[src/rtl/cp0_int_responder_if.sv]
// Pipeline <-> CP0 bundle for cp0_int_responder.
// slave  : CP0 side. It takes the interrupt lines and the M-stage controls, and drives
//          rdata, req, handler_pc and epc_o.
// master : pipeline/testbench side, with the directions reversed.
interface cp0_int_responder_if;
  logic        interrupt;    // external device interrupt, async level
  logic [5:0]  hwint;        // timer/device lines, bit 2 replaced internally
  logic        ext_ack;      // software acknowledge pulse
  logic [31:0] pc_m;         // macroscopic PC of M instruction
  logic        bd_m;         // M instruction is in a delay slot
  logic        exc_valid_m;  // M instruction raised a sync exception
  logic [4:0]  exc_code_m;   // its ExcCode
  logic        eret_m;       // M instruction is eret
  logic        we;           // M instruction is mtc0
  logic [4:0]  cp0_addr;     // mtc0/mfc0 register number
  logic [31:0] wdata;        // mtc0 data
  logic [31:0] rdata;        // mfc0 data (combinational)
  logic        req;          // flush + redirect to handler_pc
  logic [31:0] handler_pc;   // exception entry address
  logic [31:0] epc_o;        // eret target

  modport slave (
    input  interrupt, hwint, ext_ack, pc_m, bd_m, exc_valid_m, exc_code_m,
           eret_m, we, cp0_addr, wdata,
    output rdata, req, handler_pc, epc_o
  );

  modport master (
    output interrupt, hwint, ext_ack, pc_m, bd_m, exc_valid_m, exc_code_m,
           eret_m, we, cp0_addr, wdata,
    input  rdata, req, handler_pc, epc_o
  );
endinterface

[src/rtl/cp0_int_responder.sv]
// Coprocessor-0 interrupt/exception responder.
// It holds SR (12), Cause (13), EPC (14) and PRId (15). It latches the external
// interrupt until software acknowledges it. It arbitrates interrupts against
// M-stage synchronous exceptions (interrupt wins) and raises req to flush the
// pipeline.
// Ports:
//   clk   : clock, all state updates on posedge
//   reset : asynchronous, active-low
//   bus   : cp0_int_responder_if.slave (see interface for signal list)
module cp0_int_responder #(
  parameter logic [31:0] HANDLER_PC = 32'h0000_4180,
  parameter logic [31:0] PRID       = 32'h2021_0007
) (
  input  logic                  clk,
  input  logic                  reset,
  cp0_int_responder_if.slave    bus
);

  logic [5:0]  r_im;
  logic        r_exl;
  logic        r_ie;
  logic        r_bd;
  logic [5:0]  r_ip;
  logic [4:0]  r_exccode;
  logic [31:0] r_epc;
  logic        r_ext_pend;

  logic        w_ext_pend_next;
  logic        w_int_req;
  logic        w_exc_req;
  logic        w_req;
  logic [31:0] w_pc_sel;
  logic [31:0] w_sr;
  logic [31:0] w_cause;

  // Set wins over acknowledge, so an interrupt that is still asserted is never dropped.
  assign w_ext_pend_next = bus.interrupt | (r_ext_pend & ~bus.ext_ack);

  assign w_int_req = r_ie & ~r_exl & (|(r_ip & r_im));
  assign w_exc_req = bus.exc_valid_m & ~r_exl;
  assign w_req     = w_int_req | w_exc_req;

  // A delay-slot instruction restarts at its branch.
  assign w_pc_sel = bus.bd_m ? (bus.pc_m - 32'd4) : bus.pc_m;

  assign w_sr    = {16'b0, r_im, 8'b0, r_exl, r_ie};
  assign w_cause = {r_bd, 15'b0, r_ip, 3'b0, r_exccode, 2'b0};

  always_ff @(posedge clk or negedge reset) begin
    if (!reset) begin
      r_im       <= '0;
      r_exl      <= 1'b0;
      r_ie       <= 1'b0;
      r_bd       <= 1'b0;
      r_ip       <= '0;
      r_exccode  <= '0;
      r_epc      <= '0;
      r_ext_pend <= 1'b0;
    end else begin
      r_ext_pend <= w_ext_pend_next;
      // The external line shows in IP on the same edge it is captured.
      r_ip       <= {bus.hwint[5:3], w_ext_pend_next, bus.hwint[1:0]};
      if (w_req) begin
        // The M instruction is cancelled, so its mtc0/eret must not land.
        r_exl     <= 1'b1;
        r_exccode <= w_int_req ? 5'd0 : bus.exc_code_m;
        r_bd      <= bus.bd_m;
        r_epc     <= {w_pc_sel[31:2], 2'b00};
      end else begin
        if (bus.eret_m) begin
          r_exl <= 1'b0;
        end else if (bus.we && bus.cp0_addr == 5'd12) begin
          r_im  <= bus.wdata[15:10];
          r_exl <= bus.wdata[1];
          r_ie  <= bus.wdata[0];
        end
        if (bus.we && bus.cp0_addr == 5'd14)
          r_epc <= {bus.wdata[31:2], 2'b00};
      end
    end
  end

  always_comb begin
    bus.rdata = '0;
    case (bus.cp0_addr)
      5'd12:   bus.rdata = w_sr;
      5'd13:   bus.rdata = w_cause;
      5'd14:   bus.rdata = r_epc;
      5'd15:   bus.rdata = PRID;
      default: bus.rdata = '0;
    endcase
  end

  assign bus.req        = w_req;
  assign bus.handler_pc = HANDLER_PC;
  assign bus.epc_o      = r_epc;

endmodule

[src/flat_wrapper.sv]
// flat-port wrapper written by rule: the top's interface ports become plain ports
module cp0_int_responder_flat 
#(
  parameter logic [31:0] HANDLER_PC = 32'h0000_4180,
  parameter logic [31:0] PRID       = 32'h2021_0007
)
  (clk, reset, bus_interrupt, bus_hwint, bus_ext_ack, bus_pc_m, bus_bd_m, bus_exc_valid_m, bus_exc_code_m, bus_eret_m, bus_we, bus_cp0_addr, bus_wdata, bus_rdata, bus_req, bus_handler_pc, bus_epc_o);
  cp0_int_responder_if bus_i ();
  input  logic clk;
  input  logic reset;
  input wire logic [$bits(bus_i.interrupt)-1:0] bus_interrupt;
  input wire logic [$bits(bus_i.hwint)-1:0] bus_hwint;
  input wire logic [$bits(bus_i.ext_ack)-1:0] bus_ext_ack;
  input wire logic [$bits(bus_i.pc_m)-1:0] bus_pc_m;
  input wire logic [$bits(bus_i.bd_m)-1:0] bus_bd_m;
  input wire logic [$bits(bus_i.exc_valid_m)-1:0] bus_exc_valid_m;
  input wire logic [$bits(bus_i.exc_code_m)-1:0] bus_exc_code_m;
  input wire logic [$bits(bus_i.eret_m)-1:0] bus_eret_m;
  input wire logic [$bits(bus_i.we)-1:0] bus_we;
  input wire logic [$bits(bus_i.cp0_addr)-1:0] bus_cp0_addr;
  input wire logic [$bits(bus_i.wdata)-1:0] bus_wdata;
  output wire logic [$bits(bus_i.rdata)-1:0] bus_rdata;
  output wire logic [$bits(bus_i.req)-1:0] bus_req;
  output wire logic [$bits(bus_i.handler_pc)-1:0] bus_handler_pc;
  output wire logic [$bits(bus_i.epc_o)-1:0] bus_epc_o;
  assign bus_i.interrupt = bus_interrupt;
  assign bus_i.hwint = bus_hwint;
  assign bus_i.ext_ack = bus_ext_ack;
  assign bus_i.pc_m = bus_pc_m;
  assign bus_i.bd_m = bus_bd_m;
  assign bus_i.exc_valid_m = bus_exc_valid_m;
  assign bus_i.exc_code_m = bus_exc_code_m;
  assign bus_i.eret_m = bus_eret_m;
  assign bus_i.we = bus_we;
  assign bus_i.cp0_addr = bus_cp0_addr;
  assign bus_i.wdata = bus_wdata;
  assign bus_rdata = bus_i.rdata;
  assign bus_req = bus_i.req;
  assign bus_handler_pc = bus_i.handler_pc;
  assign bus_epc_o = bus_i.epc_o;
  cp0_int_responder #(.HANDLER_PC(HANDLER_PC), .PRID(PRID)) u_core (.clk(clk), .reset(reset), .bus(bus_i));
endmodule
[config.mk]
export PLATFORM = sky130hd
export DESIGN_NAME = cp0_int_responder_flat
export DESIGN_NICKNAME = d
export VERILOG_FILES = /design/src/rtl/cp0_int_responder_if.sv /design/src/rtl/cp0_int_responder.sv /design/src/flat_wrapper.sv
export SDC_FILE = /design/constraint.sdc
export NUM_CORES = 1
export LEC_CHECK = 0
export CAP_MARGIN = 40
export CORE_AREA = 2 2 130 69
export DETAILED_ROUTE_END_ITERATION = 10
export DIE_AREA = 0 0 132 71
export PLACE_DENSITY = 0.95
export REMOVE_ABC_BUFFERS = 1
export SLEW_MARGIN = 25
export SYNTH_ARGS = -nofsm -noshare
export SYNTH_HDL_FRONTEND = slang
export SYNTH_SLANG_ARGS = --single-unit
[constraint.sdc]
create_clock -name clk -period 5.1 [get_ports clk]
set_input_delay 1.02 -clock clk [delete_from_list [all_inputs] [get_ports clk]]
set_output_delay 1.02 -clock clk [all_outputs]
set_load 0.005 [all_outputs]
-- Word level (Yosys, flattened, before mapping)
Cells that the tools add are included.
- bits in registers: 53
- input bits: 88
- bitwise gates (word level): 11
- equality and inequality tests: 4
- reduce and logical (&&, ||, !) cells: 6
- mux-type cells: 8
- add/sub/neg operators: 1
- operator list (cell ; count):
    $pmux 32 s4 ; 1
    $mux 32 ; 3
    $sub 32x3->32 const B ; 1
    $eq 5x4->1 const B ; 4
    $and 6x6->6 ; 1
    $reduce_or 6->1 ; 1
    $mux 5 ; 1
    $and 1x1->1 ; 4
    $not 1->1 ; 4
    $mux 1 ; 3
    $reduce_and 3->1 ; 1
    $reduce_bool 3->1 ; 1
    $logic_and 1x1->1 ; 2
    $or 1x1->1 ; 2
    $reduce_bool 2->1 ; 1

-- Depth between registers and ports, before layout
Gate-level depths: netlist of the first run.
- depth after elaboration: 6
- depth in mapped cells: 8
- mapped depth without buffers: 7

-- Worst setup path before layout of the first run
No wires, ideal clock.
- path kind: input-to-output
- start point: input port bus_cp0_addr[0]
- end point: output port bus_rdata[10]
- arrival: 2.008 ns
- path slack: 2.072 ns
- cell stages on the path: 6
- cells stage by stage: clkbuf_1 clkbuf_1 mux2i_1 nor2_1 a21oi_1 nor2_1
- longest elaborated chain between the ends: 2
- elaborated cells between the ends (all ways): 5
- those cells by class: 4 x eq/ne; 1 x mux
- RTL lines (element ; line ; RTL):
    start, declared ; flat_wrapper.sv:20 ; input wire logic [$bits(bus_i.cp0_addr)-1:0] bus_cp0_addr;
    $eq 5x4->1 ; cp0_int_responder.sv:85 ; case (bus.cp0_addr)
    $pmux 32 s4 (*) ; cp0_int_responder.sv:85 ;
    end, declared ; flat_wrapper.sv:22 ; output wire logic [$bits(bus_i.rdata)-1:0] bus_rdata;
Every way passes the cells marked *; elsewhere a longest branch is shown, timed or not.

-- Worst setup path in the final report of the first run
- start point: input port bus_cp0_addr[1]
- end point: output port bus_rdata[3]
Same word-level chain as after synthesis.

==> impl_metrics.json, run 1 <==
{
  "area_growth_pct": 46.2,
  "design_area_um2": 5040,
  "cts_buffer_depth": 2,
  "vias": 3137,
  "place_inst": 606,
  "grt_setup_unrepaired": "false",
  "drt-initial-drc-count": 110,
  "cts_hold_buf": 0,
  "synth_top_cells_by_count": "mux2i_1 (59), dfrtp_1 (50), buf_4 (37)",
  "finalSetupTns_ns": 0,
  "cts.repair.resized": 0,
  "die_w_um": 132,
  "htreeDepth": 2,
  "fin_ws_ns": 0.895,
  "core_um2": 8320,
  "slew_headroom_pct": 53.4,
  "max_cap_violations": 0,
  "antenna_found_initial": 0,
  "synth-edff-count": 0,
  "start_util_pct": 41.4,
  "placedInstanceArea_um2": 4890,
  "slew_viol_final": 0,
  "numCtsBuffers": 5,
  "path_max_fanout": 20,
  "grt-ovfl-total": 0,
  "p_leak_nw": 2.35,
  "status": "complete, no violations",
  "hold_violations": 0,
  "cts_setup_buffers": 0,
  "crit_type": "input port to primary output",
  "timing.final.crit_share_pct": 82.4,
  "drive_gt1_share_pct": 5.23,
  "num-fill-cells": 694,
  "synth.most_common_cell": "mux2i_1",
  "crit_start": "bus_cp0_addr[1]",
  "worst_pin_slew_ns": 0.697,
  "synth_top_cells_by_area": "dfrtp_1 (36%), mux2i_1 (17%), buf_4 (8.1%), xor2_1 (5.8%), nor2_1 (3.5%)",
  "place_congestion": 0.875,
  "grtUsageTotal_pct": 22.8,
  "antenna_cells": 0,
  "cp-start-kind": "input port",
  "rrSetupSlack_ns": 2.76,
  "synth_ff_type": "dfrtp_1",
  "period_needed_ns": 4.20,
  "synth_cells": 357,
  "async_reset_ff_share_pct": 100,
  "setup_viol": 0,
  "syn_avg_cell_area_um2": 9.65,
  "synth_area_leader_cell": "dfrtp_1",
  "yosysUniqueCellTypes": 45,
  "ir_drop_uv": 172,
  "maxClockFrequency_mhz": 238,
  "clock_latency_ns": 0.28,
  "place.port_buffers": 147,
  "critPathCaptureType": "primary output",
  "num_io_pins": 185,
  "dp_slack_ns": 0.927,
  "grt_pass1_wl_um": 16700,
  "drt_wl_total_um": 10800,
  "nets": 585,
  "clk_pin_slew_worst_paths_ns": 0.07,
  "cts_sinks": 50,
  "clock_skew_ns": 0.00277,
  "synth-seq-area-share_pct": 36.3,
  "synth_warnings": 0,
  "powerDensity_nw_per_um2": 257,
  "drc": 0,
  "dr.pass1.iters": 5,
  "cts_tree": "done",
  "finalNonFillerCells": 614,
  "synth_seq_cells": 50,
  "finalPower_mw": 1.29,
  "hold_path.class": "register to register",
  "netlist_area_um2": 3440,
  "avgViaCountPerCell": 5.11,
  "grt_pass1_vias": 3134,
  "ant_nets": 0,
  "worstPathArrival_ns": 3.18,
  "fp-row-count": 24,
  "grt_max_degree": 51,
  "yosysTopAreaCellShare_pct": 36.3,
  "dp_hpwl_um": 8250,
  "cts_root_buffer": "clkbuf_16",
  "whs_ns": 0.499,
  "dieArea_um2": 9370,
  "cp.required_ns": 4.08,
  "wire_per_inst_um": 17.6,
  "min_from": "u_core.r_bd$_DFFE_PN0N_",
  "fin_util_pct": 60.6,
  "fp.dieH_um": 71,
  "r2r-start": "u_core.r_im[4]$_DFFE_PN0P_"
}
logic make-up (layout without fill, tap and decap cells):
| group | Yosys count | after routing | share of synthesized area (%) |
|---|---|---|---|
| AOI/OAI and AO/OA | 36 | 36 | 6.72 |
| xor gates and xnor gates | 29 | 29 | 7.37 |
| DFF | 50 | 50 | 36.3 |
| other | 2 | 34 | 0.218 |
| muxes | 66 | 66 | 19.4 |
| and+or+nand+nor | 114 | 114 | 18.6 |
| buffers and inverters | 59 | 167 | 10.9 |
| adders and majority gates | 1 | 1 | 0.363 |
critical path, cell delays in order:
cell	delay, ns
clkdlybuf4s50_1	0.45
buf_4	0.19
nor2b_2	0.41
buf_4	0.35
a22oi_1	0.13
nor2_1	0.11
clkdlybuf4s50_1	0.51
placed cells by master (no fill, tap or decap), drive strengths merged, types with 2 or more instances in the layout:
cell type,n
clkdlybuf4s50,146
mux2i,59
dfrtp,50
conb,34
nor2,33
xor2,23
nand2,20
and3,15
o21ai,10
a21oi,9
a22oi,8
mux2,7
buf,7
nand3,7
xnor2,6
inv,6
nor3,6
clkbuf,6
nand4,5
a22o,5
nand4b,4
nor4,4
or4,3
nand3b,3
nor2b,3
or3,3
or2,2
nor4b,2
where the power goes:
part	total [mW]	internal, mW	leakage, nW	switching, mW
registers	0.538	0.475	0.604	0.0634
logic	0.413	0.249	1.67	0.164
clock network	0.342	0.195	0.0729	0.147
flip-flops by register name, summed over array words and instances (netlist names):
signal and flops:
u_core.r_exccode 5, u_core.r_im 6, u_core.r_exl 1, u_core.r_ip 6
u_core.r_ie 1, u_core.r_bd 1, u_core.bus.epc_o 30
final timing paths:
check	to	cells after the start
worst max-delay path	bus_rdata[3]	7
worst min-delay path	u_core.r_bd$_DFFE_PN0N_	2
worst max register to register	u_core.r_im[0]$_DFFE_PN0P_	6
worst min register to register	u_core.r_bd$_DFFE_PN0N_	2
max in group asynchronous	u_core.bus.epc_o[6]$_DFFE_PN0P_	1
min in group asynchronous	u_core.bus.epc_o[21]$_DFFE_PN0P_	1
cell type report:
type	instances	area (um2)	share of cell area (%)
multi-input cells	280	1950	38.7
clock buffers	6	139	2.76
repair buffers	153	1510	30.1
well taps	117	146	2.91
clock inverters	2	12.5	0.248
flip-flops and latches	50	1250	24.8
inverters	6	22.5	0.447
per-layer routing:
metal / vias to the layer above / wire, um / track usage [%]
met5: - / 0 / 0
met4: 0 / 123 / 4.71
met3: 12 / 941 / 5.88
met2: 148 / 4770 / 35.7
met1: 1516 / 4980 / 32.2
li1: 1461 / - / -
Note: power is estimated with default switching activity, not from simulation.
==> run 2: changes to the inputs <==
- CORE_AREA: 2 2 130 69 -> 2 2 135 71
- DIE_AREA: 0 0 132 71 -> 0 0 137 73
- PLACE_DENSITY: 0.95 -> 0.92
- clock period: 5.1 -> 4.1 ns (I/O delays scaled with it)
==> impl_metrics.json, run 2 (synthesized netlist as in run 1, its figures left out) <==
{
  "crit_start": "bus_cp0_addr[0]",
  "num_io_pins": 185,
  "slew_headroom_pct": 50.5,
  "cts_hold_buf": 0,
  "grt_setup_unrepaired": "false",
  "cts_sinks": 50,
  "cts.repair.resized": 0,
  "grt_pass1_vias": 3160,
  "drt_wl_total_um": 11100,
  "p_leak_nw": 2.37,
  "drc": 0,
  "grtUsageMet2_pct": 36.6,
  "die_w_um": 137,
  "hold_violations": 0,
  "nets": 588,
  "multiInputGateArea_um2": 1950,
  "ir_drop_uv": 181,
  "cp-start-kind": "input port",
  "crit_type": "input port to primary output",
  "dieArea_um2": 10000,
  "clock_latency_ns": 0.29,
  "place_congestion": 0.891,
  "fp.dieH_um": 73,
  "place_inst": 613,
  "dp_hpwl_um": 8600,
  "avgViaCountPerCell": 5.01,
  "num-fill-cells": 782,
  "gr-usage-met3_pct": 4.65,
  "grtUsageTotal_pct": 22.3,
  "clock_skew_ns": 0.00426,
  "hold_path.class": "register to register",
  "place.port_buffers": 147,
  "worstPathArrival_ns": 2.63,
  "ant_nets": 0,
  "core_um2": 9010,
  "worst_pin_slew_ns": 0.741,
  "vias": 3114,
  "fp-row-count": 25,
  "cts_root_buffer": "clkbuf_16",
  "powerDensity_nw_per_um2": 319,
  "layout_commonest_cell": "clkdlybuf4s50_1",
  "finalSetupTns_ns": 0,
  "period_needed_ns": 3.45,
  "start_util_pct": 38.2,
  "max_cap_violations": 0,
  "critPathCaptureType": "primary output",
  "grt-ovfl-total": 0,
  "rrSetupSlack_ns": 1.77,
  "wire_per_inst_um": 17.9,
  "htreeDepth": 2,
  "cts_tree": "done",
  "cts_setup_buffers": 0,
  "dr.pass1.iters": 5,
  "antenna_found_initial": 0,
  "gr-usage-met1_pct": 30.9,
  "timing.final.crit_share_pct": 84.2,
  "final_cell_mix": "clkdlybuf4s50_1 (146), mux2i_1 (59), dfrtp_1 (50)",
  "numCtsBuffers": 5,
  "cts_buffer_depth": 2,
  "drive_gt1_share_pct": 5.80,
  "area_growth_pct": 47.4,
  "grt_pass1_wl_um": 16800,
  "maxClockFrequency_mhz": 290,
  "antenna_cells": 0,
  "min_from": "u_core.r_bd$_DFFE_PN0N_",
  "slew_viol_final": 0,
  "setup_viol": 0,
  "ff_latch_area_um2": 1250,
  "clk_pin_slew_worst_paths_ns": 0.07,
  "path_max_fanout": 7,
  "grt_max_degree": 51,
  "top_usage_layer": "met2",
  "cp.required_ns": 3.28,
  "r2r-start": "u_core.r_im[0]$_DFFE_PN0P_",
  "status": "complete, no violations",
  "drt-initial-drc-count": 134,
  "largest_reg_flops": 30,
  "finalNonFillerCells": 621
}
-- run 2: cell count changes in the layout (fill, tap and decap cells not counted), sizes merged --
| cell | delta |
|---|---|
| buf | +3 |
-- run 2: critical path, stage by stage --
cell             delay, ns
clkdlybuf4s50_1       0.49
buf_4                 0.18
nor2b_1               0.38
a22oi_1               0.13
nor2_1                0.13
clkdlybuf4s50_1       0.51
-- run 2: path summary, 6_finish.rpt --
| path | endpoint | cells after the start |
|---|---|---|
| worst max register to register | u_core.r_im[2]$_DFFE_PN0P_ | 6 |
| max in group asynchronous | u_core.bus.epc_o[12]$_DFFE_PN0P_ | 1 |
| worst max-delay path | bus_rdata[4] | 6 |
| worst min register to register | u_core.r_bd$_DFFE_PN0N_ | 2 |
| min in group asynchronous | u_core.bus.epc_o[17]$_DFFE_PN0P_ | 1 |
| worst min-delay path | u_core.r_bd$_DFFE_PN0N_ | 2 |
-- run 2: area by class of cell --
type | count | share of cell area, %
clock buffer | 6 | 2.74
sequential | 50 | 24.6
multi-input combinational | 280 | 38.4
inverter | 6 | 0.444
tap | 121 | 2.98
clock inverter | 2 | 0.246
timing repair buffer | 156 | 30.5
-- run 2: layer usage --
layer	vias up	routed length, um
met5	-	0
met4	0	121
met3	10	788
met2	121	5110
met1	1520	5130
li1	1463	-
-- run 2: power breakdown --
| part | leakage [nW] | switching (mW) | internal, mW |
|---|---|---|---|
| clock network | 0.0729 | 0.185 | 0.242 |
| logic | 1.69 | 0.204 | 0.312 |
| registers | 0.604 | 0.0829 | 0.591 |
| total | 2.37 | 0.472 | 1.14 |
-- run 2: metrics by stage --
stage | setup slack [ns] | hold slack, ns | util [%] | cell area [um2] | total power, mW
after floorplan | 0.593 | 0.447 | - | 3210 | 0.854
final | 0.646 | 0.495 | 56.4 | 5080 | 1.62
after global placement | 0.734 | 0.470 | 54.7 | 4920 | 1.17
after global routing | 0.550 | 0.540 | 56.4 | 5080 | 1.71
after detailed placement | 0.665 | 0.478 | 54.7 | 4930 | 1.20
after CTS | 0.662 | 0.495 | 56.4 | 5080 | 1.64
==> run 3: changes to the inputs <==
- clock period: 4.1 -> 3.5 ns (I/O delays scaled with it)
==> impl_metrics.json, run 3 (synthesized netlist as in run 1, its figures left out) <==
{
  "start_util_pct": 38.2,
  "cts_sinks": 50,
  "place.port_buffers": 147,
  "antenna_found_initial": 0,
  "area_growth_pct": 48.1,
  "die_w_um": 137,
  "powerDensity_nw_per_um2": 382,
  "grt_setup_unrepaired": "false",
  "critPathTopFamily": "buffers and inverters",
  "slew_viol_final": 0,
  "power_frac_seq_pct": 40.3,
  "antenna_cells": 0,
  "ant_nets": 0,
  "fin_util_pct": 56.6,
  "clock_skew_ns": 0.00391,
  "cts.repair.resized": 0,
  "clkPwrFrac_pct": 28.6,
  "grt_pass1_vias": 3175,
  "path_common_cell": "clkdlybuf4s50_1",
  "setup_viol": 0,
  "status": "complete, no violations",
  "period_needed_ns": 3.31,
  "drt_wl_total_um": 11200,
  "clk_pin_slew_worst_paths_ns": 0.07,
  "vias": 3105,
  "clock_latency_ns": 0.29,
  "cts_root_buffer": "clkbuf_16",
  "layout_commonest_cell": "clkdlybuf4s50_1",
  "htreeDepth": 2,
  "place_inst": 614,
  "crit_type": "input port to primary output",
  "fp.dieH_um": 73,
  "nets": 589,
  "finalSetupTns_ns": 0,
  "maxClockFrequency_mhz": 302,
  "cts_setup_buffers": 0,
  "critPathSlowestCell": "clkdlybuf4s50_1",
  "wire_per_inst_um": 18.0,
  "avgViaCountPerCell": 4.99,
  "grt-ovfl-total": 0,
  "fp-row-count": 25,
  "cts_buffer_depth": 2,
  "p_sw_share_pct": 28.3,
  "p_leak_nw": 2.38,
  "drive_gt1_share_pct": 5.79,
  "cts_hold_buf": 0,
  "largest_reg_flops": 30,
  "hold_violations": 0,
  "dieArea_um2": 10000,
  "max_cap_violations": 0,
  "timing.final.crit_share_pct": 94.5,
  "grtUsageTotal_pct": 22.3,
  "worst_pin_slew_ns": 0.744,
  "drc": 0,
  "num-fill-cells": 774,
  "critPathCaptureType": "primary output",
  "core_um2": 9010,
  "p_int_mw": 1.40,
  "path_max_fanout": 21,
  "critPathMaxStageDelay_ns": 0.60,
  "num_io_pins": 185,
  "dr.pass1.iters": 7,
  "hold_path.class": "input port to async pin",
  "place_congestion": 0.831,
  "critPathBufInv": 3,
  "dp_hpwl_um": 8580,
  "numCtsBuffers": 5,
  "cp.required_ns": 2.80,
  "final_cell_mix": "clkdlybuf4s50_1 (146), mux2i_1 (59), dfrtp_1 (50)",
  "grt_max_degree": 51,
  "ir_drop_uv": 295,
  "cp-start-kind": "input port",
  "power_frac_comb_pct": 31.1,
  "slew_headroom_pct": 50.3,
  "cp_cell_sequence": "clkdlybuf4s50_1 > nor2b_2 > buf_4 > a22oi_1 > nor2_1 > clkdlybuf4s50_1",
  "cts_tree": "done",
  "p_switching_uw": 553,
  "worstPathArrival_ns": 2.61,
  "finalNonFillerCells": 622,
  "grt_pass1_wl_um": 16900,
  "drt-initial-drc-count": 137
}
## run 3: cell types whose count changed in the layout (fill, tap and decap cells not counted)
cell,before,now
buf_4,9,10
clkbuf_8,1,0
bufinv_16,0,1
clkbuf_1,0,1
clkinv_2,1,0
## run 3: cell type report
| cell class | count | area, um2 | share of cell area (%) |
|---|---|---|---|
| timing repair buffer | 157 | 1560 | 30.5 |
| sequential | 50 | 1250 | 24.5 |
| multi-input combinational | 280 | 1950 | 38.3 |
| tap | 121 | 151 | 2.97 |
| inverter | 6 | 22.5 | 0.442 |
| clock inverter | 2 | 37.5 | 0.736 |
| clock buffer | 6 | 129 | 2.53 |
## run 3: path summary, 6_finish.rpt
check / startpoint / endpoint / slack (ns) / cells after the start
worst max-delay path: bus_cp0_addr[1] / bus_rdata[31] / 0.19 / 6
worst min-delay path: reset / u_core.bus.epc_o[18]$_DFFE_PN0P_ / 0.44 / 1
worst max register to register: u_core.r_im[4]$_DFFE_PN0P_ / u_core.r_im[4]$_DFFE_PN0P_ / 1.13 / 7
worst min register to register: u_core.r_bd$_DFFE_PN0N_ / u_core.r_bd$_DFFE_PN0N_ / 0.49 / 2
max in group asynchronous: reset / u_core.bus.epc_o[4]$_DFFE_PN0P_ / 2.63 / 1
min in group clk: u_core.r_bd$_DFFE_PN0N_ / u_core.r_bd$_DFFE_PN0N_ / 0.49 / 2
## run 3: per-layer routing
| layer | GRT usage (%) | routed length (um) |
|---|---|---|
| met4 | 3.21 | 11 |
| met2 | 36.1 | 5050 |
| met1 | 31.2 | 5320 |
| met5 | 0 | 0 |
| met3 | 5.21 | 802 |
## run 3: per-stage QoR
step           total power [mW]  setup WS, ns  instance area (um2)  hold WS [ns]
3_3_place_gp               1.38         0.265                 4930         0.471
2_1_floorplan              1.00         0.113                 3210         0.404
3_5_place_dp               1.40         0.246                 4930         0.470
5_1_grt                    2.06        0.0815                 5100         0.496
4_1_cts                    1.97         0.236                 5100         0.461
6_report                   1.95         0.191                 5100         0.443
## run 3: power groups by stage
stage	Sequential (mW)	Clock [mW]	Combinational, mW
after floorplan	0.779	0	0.221
after global placement	0.786	0	0.590
after detailed placement	0.794	0	0.608
after CTS	0.785	0.571	0.611
after global routing	0.802	0.602	0.658
final	0.786	0.558	0.606
